[config.mk]
export PLATFORM = sky130hd
export DESIGN_NAME = msdf_otf_converter_flat
export DESIGN_NICKNAME = d
export VERILOG_FILES = /design/src/rtl/msdf_if.sv /design/src/rtl/msdf_otf_converter.sv /design/src/flat_wrapper.sv
export SDC_FILE = /design/constraint.sdc
export NUM_CORES = 1
export LEC_CHECK = 0
export CAP_MARGIN = 10
export CORE_MARGIN = 2
export CORE_UTILIZATION = 57
export CTS_BUF_LIST = sky130_fd_sc_hd__clkbuf_8 sky130_fd_sc_hd__clkbuf_16
export DETAILED_ROUTE_END_ITERATION = 8
export GPL_TIMING_DRIVEN = 1
export PLACE_DENSITY = 0.83
export SETUP_SLACK_MARGIN = 0.05
export SYNTH_ARGS = -nofsm -noshare
export SYNTH_HDL_FRONTEND = slang
export SYNTH_SLANG_ARGS = --single-unit
[constraint.sdc]
create_clock -name clk -period 2.3 [get_ports clk]
set_input_delay 0.345 -clock clk [delete_from_list [all_inputs] [get_ports clk]]
set_output_delay 0.345 -clock clk [all_outputs]
set_load 0.005 [all_outputs]
[src/rtl/msdf_if.sv]
// Bundle between the online (MSD-first) datapath and the on-the-fly converter.
//   start      : first-digit marker, driven by the digit source
//   z_p, z_n   : positive / negative rails of the current signed digit
//   q          : converted two's-complement result, out_width+1 bits
//   done       : result-valid pulse
//   neg        : result was negative and clamped to zero
//   term       : early-termination request back to the digit source
//   busy       : conversion in progress
// The master modport is the digit source, the slave modport is the converter.
interface msdf_if #(
  parameter int out_width = 16
);
  logic                 start;
  logic                 z_p;
  logic                 z_n;
  logic [out_width:0]   q;
  logic                 done;
  logic                 neg;
  logic                 term;
  logic                 busy;

  modport master (
    output start, z_p, z_n,
    input  q, done, neg, term, busy
  );

  modport slave (
    input  start, z_p, z_n,
    output q, done, neg, term, busy
  );
endinterface

[src/rtl/msdf_otf_converter.sv]
// On-the-fly conversion of a most-significant-digit-first signed-digit stream
// into a two's-complement word, with optional ReLU early termination.
//   clk   : clock, all state on the rising edge
//   rst   : asynchronous active-low reset
//   bus   : msdf_if slave (start/z_p/z_n in; q/done/neg/term/busy out)
// Q and QM (= Q - 1) are both kept so that every digit, including -1, is a
// pure shift-and-append; there is never a carry chain in the datapath.
module msdf_otf_converter #(
  parameter int out_width = 16,
  parameter bit relu_en   = 1'b1
) (
  input  logic    clk,
  input  logic    rst,
  msdf_if.slave   bus
);

  localparam int cnt_w = $clog2(out_width + 1);

  typedef enum logic {
    IDLE = 1'b0,
    RUN  = 1'b1
  } state_t;

  state_t               state, state_nxt;
  logic [out_width:0]   q_reg, q_nxt;
  logic [out_width:0]   qm_reg, qm_nxt;
  logic [out_width:0]   q_base, qm_base;
  logic [cnt_w-1:0]     cnt, cnt_nxt, cnt_base;
  logic [out_width:0]   q_out, q_out_nxt;
  logic                 done_r, done_nxt;
  logic                 neg_r, neg_nxt;
  logic                 term_r, term_nxt;
  logic                 consume;
  logic                 dig_pos, dig_neg;

  // (1,1) falls into neither case and therefore decodes as zero.
  assign dig_pos = bus.z_p & ~bus.z_n;
  assign dig_neg = bus.z_n & ~bus.z_p;

  // A start in any state restarts from the initial Q/QM/counter values, so the
  // start-cycle digit is applied to Q=0, QM=-1 rather than to stale state.
  assign consume  = bus.start | (state == RUN);
  assign q_base   = bus.start ? '0 : q_reg;
  assign qm_base  = bus.start ? '1 : qm_reg;
  assign cnt_base = bus.start ? '0 : cnt;

  always_comb begin
    // NOTE: every variable gets a default first so no path through the block
    // can leave it unassigned and infer a latch.
    state_nxt = state;
    q_nxt     = q_reg;
    qm_nxt    = qm_reg;
    cnt_nxt   = cnt;
    q_out_nxt = q_out;
    neg_nxt   = neg_r;
    done_nxt  = 1'b0;
    term_nxt  = 1'b0;

    if (consume) begin
      if (dig_pos) begin
        q_nxt  = {q_base[out_width-1:0], 1'b1};
        qm_nxt = {q_base[out_width-1:0], 1'b0};
      end else if (dig_neg) begin
        q_nxt  = {qm_base[out_width-1:0], 1'b1};
        qm_nxt = {qm_base[out_width-1:0], 1'b0};
      end else begin
        q_nxt  = {q_base[out_width-1:0], 1'b0};
        qm_nxt = {qm_base[out_width-1:0], 1'b1};
      end
      cnt_nxt = cnt_base + 1'b1;

      // With ReLU on, Q stays zero exactly while every digit so far was zero
      // (a leading +1 makes the running value strictly positive), so Q==0
      // identifies a -1 as the first nonzero digit: the result must be < 0.
      if (relu_en && dig_neg && (q_base == '0)) begin
        state_nxt = IDLE;
        done_nxt  = 1'b1;
        term_nxt  = 1'b1;
        neg_nxt   = 1'b1;
        q_out_nxt = '0;
      end else if (cnt_nxt == cnt_w'(out_width)) begin
        state_nxt = IDLE;
        done_nxt  = 1'b1;
        neg_nxt   = 1'b0;
        q_out_nxt = q_nxt;
      end else begin
        state_nxt = RUN;
      end
    end
  end

  always_ff @(posedge clk or negedge rst) begin
    // NOTE: sequential state uses non-blocking assignments only, so every
    // register samples the pre-edge values regardless of statement order.
    if (!rst) begin
      state  <= IDLE;
      q_reg  <= '0;
      qm_reg <= '1;
      cnt    <= '0;
      q_out  <= '0;
      done_r <= 1'b0;
      neg_r  <= 1'b0;
      term_r <= 1'b0;
    end else begin
      state  <= state_nxt;
      q_reg  <= q_nxt;
      qm_reg <= qm_nxt;
      cnt    <= cnt_nxt;
      q_out  <= q_out_nxt;
      done_r <= done_nxt;
      neg_r  <= neg_nxt;
      term_r <= term_nxt;
    end
  end

  assign bus.q    = q_out;
  assign bus.done = done_r;
  assign bus.neg  = neg_r;
  assign bus.term = term_r;
  assign bus.busy = (state == RUN);

endmodule
[src/flat_wrapper.sv]
// flat-port wrapper written by rule: the top's interface ports become plain ports
module msdf_otf_converter_flat 
#(
  parameter int out_width = 16,
  parameter bit relu_en   = 1'b1
)
  (clk, rst, bus_start, bus_z_p, bus_z_n, bus_q, bus_done, bus_neg, bus_term, bus_busy);
  msdf_if #(.out_width(out_width)) bus_i ();
  input  logic clk;
  input  logic rst;
  input wire logic [$bits(bus_i.start)-1:0] bus_start;
  input wire logic [$bits(bus_i.z_p)-1:0] bus_z_p;
  input wire logic [$bits(bus_i.z_n)-1:0] bus_z_n;
  output wire logic [$bits(bus_i.q)-1:0] bus_q;
  output wire logic [$bits(bus_i.done)-1:0] bus_done;
  output wire logic [$bits(bus_i.neg)-1:0] bus_neg;
  output wire logic [$bits(bus_i.term)-1:0] bus_term;
  output wire logic [$bits(bus_i.busy)-1:0] bus_busy;
  assign bus_i.start = bus_start;
  assign bus_i.z_p = bus_z_p;
  assign bus_i.z_n = bus_z_n;
  assign bus_q = bus_i.q;
  assign bus_done = bus_i.done;
  assign bus_neg = bus_i.neg;
  assign bus_term = bus_i.term;
  assign bus_busy = bus_i.busy;
  msdf_otf_converter #(.out_width(out_width), .relu_en(relu_en)) u_core (.clk(clk), .rst(rst), .bus(bus_i));
endmodule
==> results by group <==
Placement
  • Final HPWL DP: 4540 um
  • Port bufs: 25
  • Routability congestion estimate: 0.8825
  • DP Worst Slack: -127.6 ps
  • Post-DP Area: ~0.0032 mm2

Finish
  • Commonest cells after routing, fill and taps aside: dfrtp_1, nor2_1, a21oi_1
  • Post-layout util: ~71%
  • Nets: 323
  • Finished Cell Area: 0.003339 mm2
  • Commonest non-fill, non-tap cell in the layout: dfrtp_1
  • Fillers: 349
  • Area grow syn2layout: 19.85%
  • # diodes: 0
  • Layout cells sized above 1: between 10% and 20%

Timing
  • Setup violations, final: 0
  • Hold Slack: 1.853 ps
  • Worst-margin pin slew: just under 600 ps
  • Slew HR: 60.68%
  • Slew Viols, Final: 0
  • Minimum clock period: about 2100 ps
  • RSZ-0062 raised after global routing: false
  • Final Cycle Share: ~90%
  • Final hold violations: 0
  • Clk_skew: a little under 7 ps
  • Setup TNS: 0 ps
  • Final WS setup: 183.2 ps
  • F_max: between 400 and 500 MHz

Clocking
  • Worst-path clk slew: ~70 ps
  • CTS buffer count: 9
  • Htree depth: 3
  • Root buf cell: clkbuf_8
  • Hold_buf cts: 0
  • Clock latency on the worst-skew pair: ~350 ps
  • TritonCTS clock tree: done
  • Longest Clk Path Bufs: 2
  • TritonCTS Sinks: 59

Worst setup path
  • Critical Path AT: 2340 ps
  • CP max stage delay: 520 ps
  • Internal reg-to-reg setup slack: 180 ps
  • Cells on worst reg2reg path: 5
  • Worst path cell trace: or4_1 -> or3_4 -> o21ai_4 -> a211o_2 -> o2bb2ai_1
  • CP Class: reg -> reg
  • CP Capture Type: flop
  • Setup crit start kind: flop
  • Req. time, crit path: between 2000 and 3000 ps
  • Crit-path max FO: 16
  • Max stage delay cell, worst path: or4_1

GRT
  • Largest net degree at the start of global routing: 40
  • Global-route wire length before repair: 11050 um
  • Initial antenna violation count: 0
  • Vias in the first global route: 2189
  • Grt total ovfl: 0
  • Total GRT Usage: between 20% and 30%

Die
  • IO Pins: 26
  • Core Box Area: between 0.004 and 0.005 mm2
  • Starting Density: between 50 and 60%
  • Row count: 25
  • Die Wd: 73.92 um
  • Die ar.: 0.005463 mm2
  • Die Ht: 73.92 um

Route
  • Post-route ant nets: 0
  • DR vias/cell: between 5 and 6
  • Via count: 2305
  • Post-route DRC: 0
  • Iter 0 DRT Violations: 217
  • Final WL: 6631 um
  • Router iterations before antenna repair: 5
  • Post-DR wirelength/cell: between 15 and 20 um

Logic synthesis
  • Synthesis-stage register bit count: just under 60
  • Synthesized area per cell: 9.881 um2
  • Primary FF master, synth: dfrtp_1
  • Number of flops mapped to enable cells by yosys: 0
  • Syn Nets: between 200 and 300
  • Synth Warn #: 0
  • Sequential-to-total area share from yosys stat: a little over half
  • Mapped Cells: 282
  • Netlist cell types: 40
  • Share of flip-flops with an asynchronous set or reset: 100.0%
  • Syn Std Cell Area: 0.002786 mm2

Pwr
  • Sw power: 689.7 uW
  • Leak: approximately 0.0014 uW
  • Cell Int Power: between 1500 and 2000 uW
  • Sequential power share: 51.8%
  • Combinational cell fraction of total power: 13.4%
  • Pwr Density: 725.6 mW/mm2
  • Worst ir drop on vdd: 0.4989 mV
  • Sw Ratio: 28.46%
  • Clock power share: between 30% and 40%

Status
  • Status: completed

Job
  • Number of max-cap violations: 0

Hold path
  • Worst hold-check path type: in -> async
## power groups by stage
| stage | sequential [uW] | combinational, uW | clock, uW |
|---|---|---|---|
| detailed placement | 1270 | 321 | 0 |
| finish | 1250 | 325 | 843 |
| floorplan | 1230 | 223 | 0 |
| CTS | 1250 | 323 | 842 |
| global route | 1270 | 366 | 894 |
| global placement | 1260 | 307 | 0 |
## worst max-delay path, delay by kind of cell (launching register included)
kind	cells	cell delay, ps
AOI/OAI and AO/OA	3	700
DFF	1	410
and+or+nand+nor	2	880
## metal layers
metal / GRT usage [%] / wire [um]
met5: 0 / 0
met3: 6.036 / 406
met4: 10.91 / 130
met2: 40.67 / 3104
met1: 39.82 / 2989
## area by class of cell
cell class | instances | area, um2 | area share (%)
clock buffer | 11 | 151.4 | 4.534
clock inverter | 5 | 27.53 | 0.8243
inverter | 6 | 22.52 | 0.6744
multi-input combinational | 195 | 1165 | 34.88
sequential | 59 | 1496 | 44.81
tap | 67 | 83.83 | 2.510
timing repair buffer | 43 | 392.9 | 11.76
## synthesized netlist by cell type (2+ instances only)
| master | n | area (um2) |
|---|---|---|
| dfrtp_1 | 43 | 1076 |
| nor2_1 | 38 | 142.6 |
| a21oi_1 | 33 | 165.2 |
| nand2_1 | 22 | 82.58 |
| o21ai_0 | 18 | 90.09 |
| clkbuf_1 | 16 | 60.06 |
| dfstp_2 | 16 | 420.4 |
| o2bb2ai_1 | 16 | 140.1 |
| a22oi_1 | 15 | 112.6 |
| o22ai_1 | 15 | 93.84 |
| inv_1 | 5 | 18.77 |
| ha_1 | 4 | 50.05 |
| nor2b_1 | 4 | 25.02 |
| nand3_1 | 3 | 15.01 |
| nor4_1 | 3 | 18.77 |
| and2_1 | 2 | 12.51 |
| buf_2 | 2 | 10.01 |
| buf_6 | 2 | 22.52 |
| mux2_2 | 2 | 22.52 |
| nand4_1 | 2 | 12.51 |
| xor2_1 | 2 | 17.52 |
## metrics by stage
step / instances / power, uW
finish: 386 / 2423
global route: 386 / 2526
CTS: 386 / 2415
detailed placement: 370 / 1587
global placement: 370 / 1568
floorplan: 282 / 1456
## logic make-up (layout without fill, tap and decap cells)
| family | after synthesis | count (layout) | share of synthesized area [%] |
|---|---|---|---|
| flops | 59 | 59 | 53.70 |
| xor+xnor | 3 | 3 | 0.9431 |
| compound gates | 107 | 107 | 25.42 |
| simple gates | 79 | 79 | 12.57 |
| mux | 2 | 2 | 0.8082 |
| buf+inv | 28 | 65 | 4.760 |
| fa+ha+maj | 4 | 4 | 1.796 |
## final timing paths
check,from,endpoint
max,u_core.q_reg[0],u_core.bus.q[6]
min,rst,u_core.q_reg[3]
max reg2reg,u_core.q_reg[0],u_core.bus.q[6]
min reg2reg,u_core.bus.q[12],u_core.bus.q[12]
max in group asynchronous,rst,u_core.qm_reg[7]
min in group clk,u_core.bus.q[12],u_core.bus.q[12]
## what timing repair did
item | 4_1_cts | 5_1_grt
setup endpoints to repair | 0 | 16
gates resized for setup | 0 | 2
buffers inserted | 0 | 0
Power figures use the tool's default switching activity.
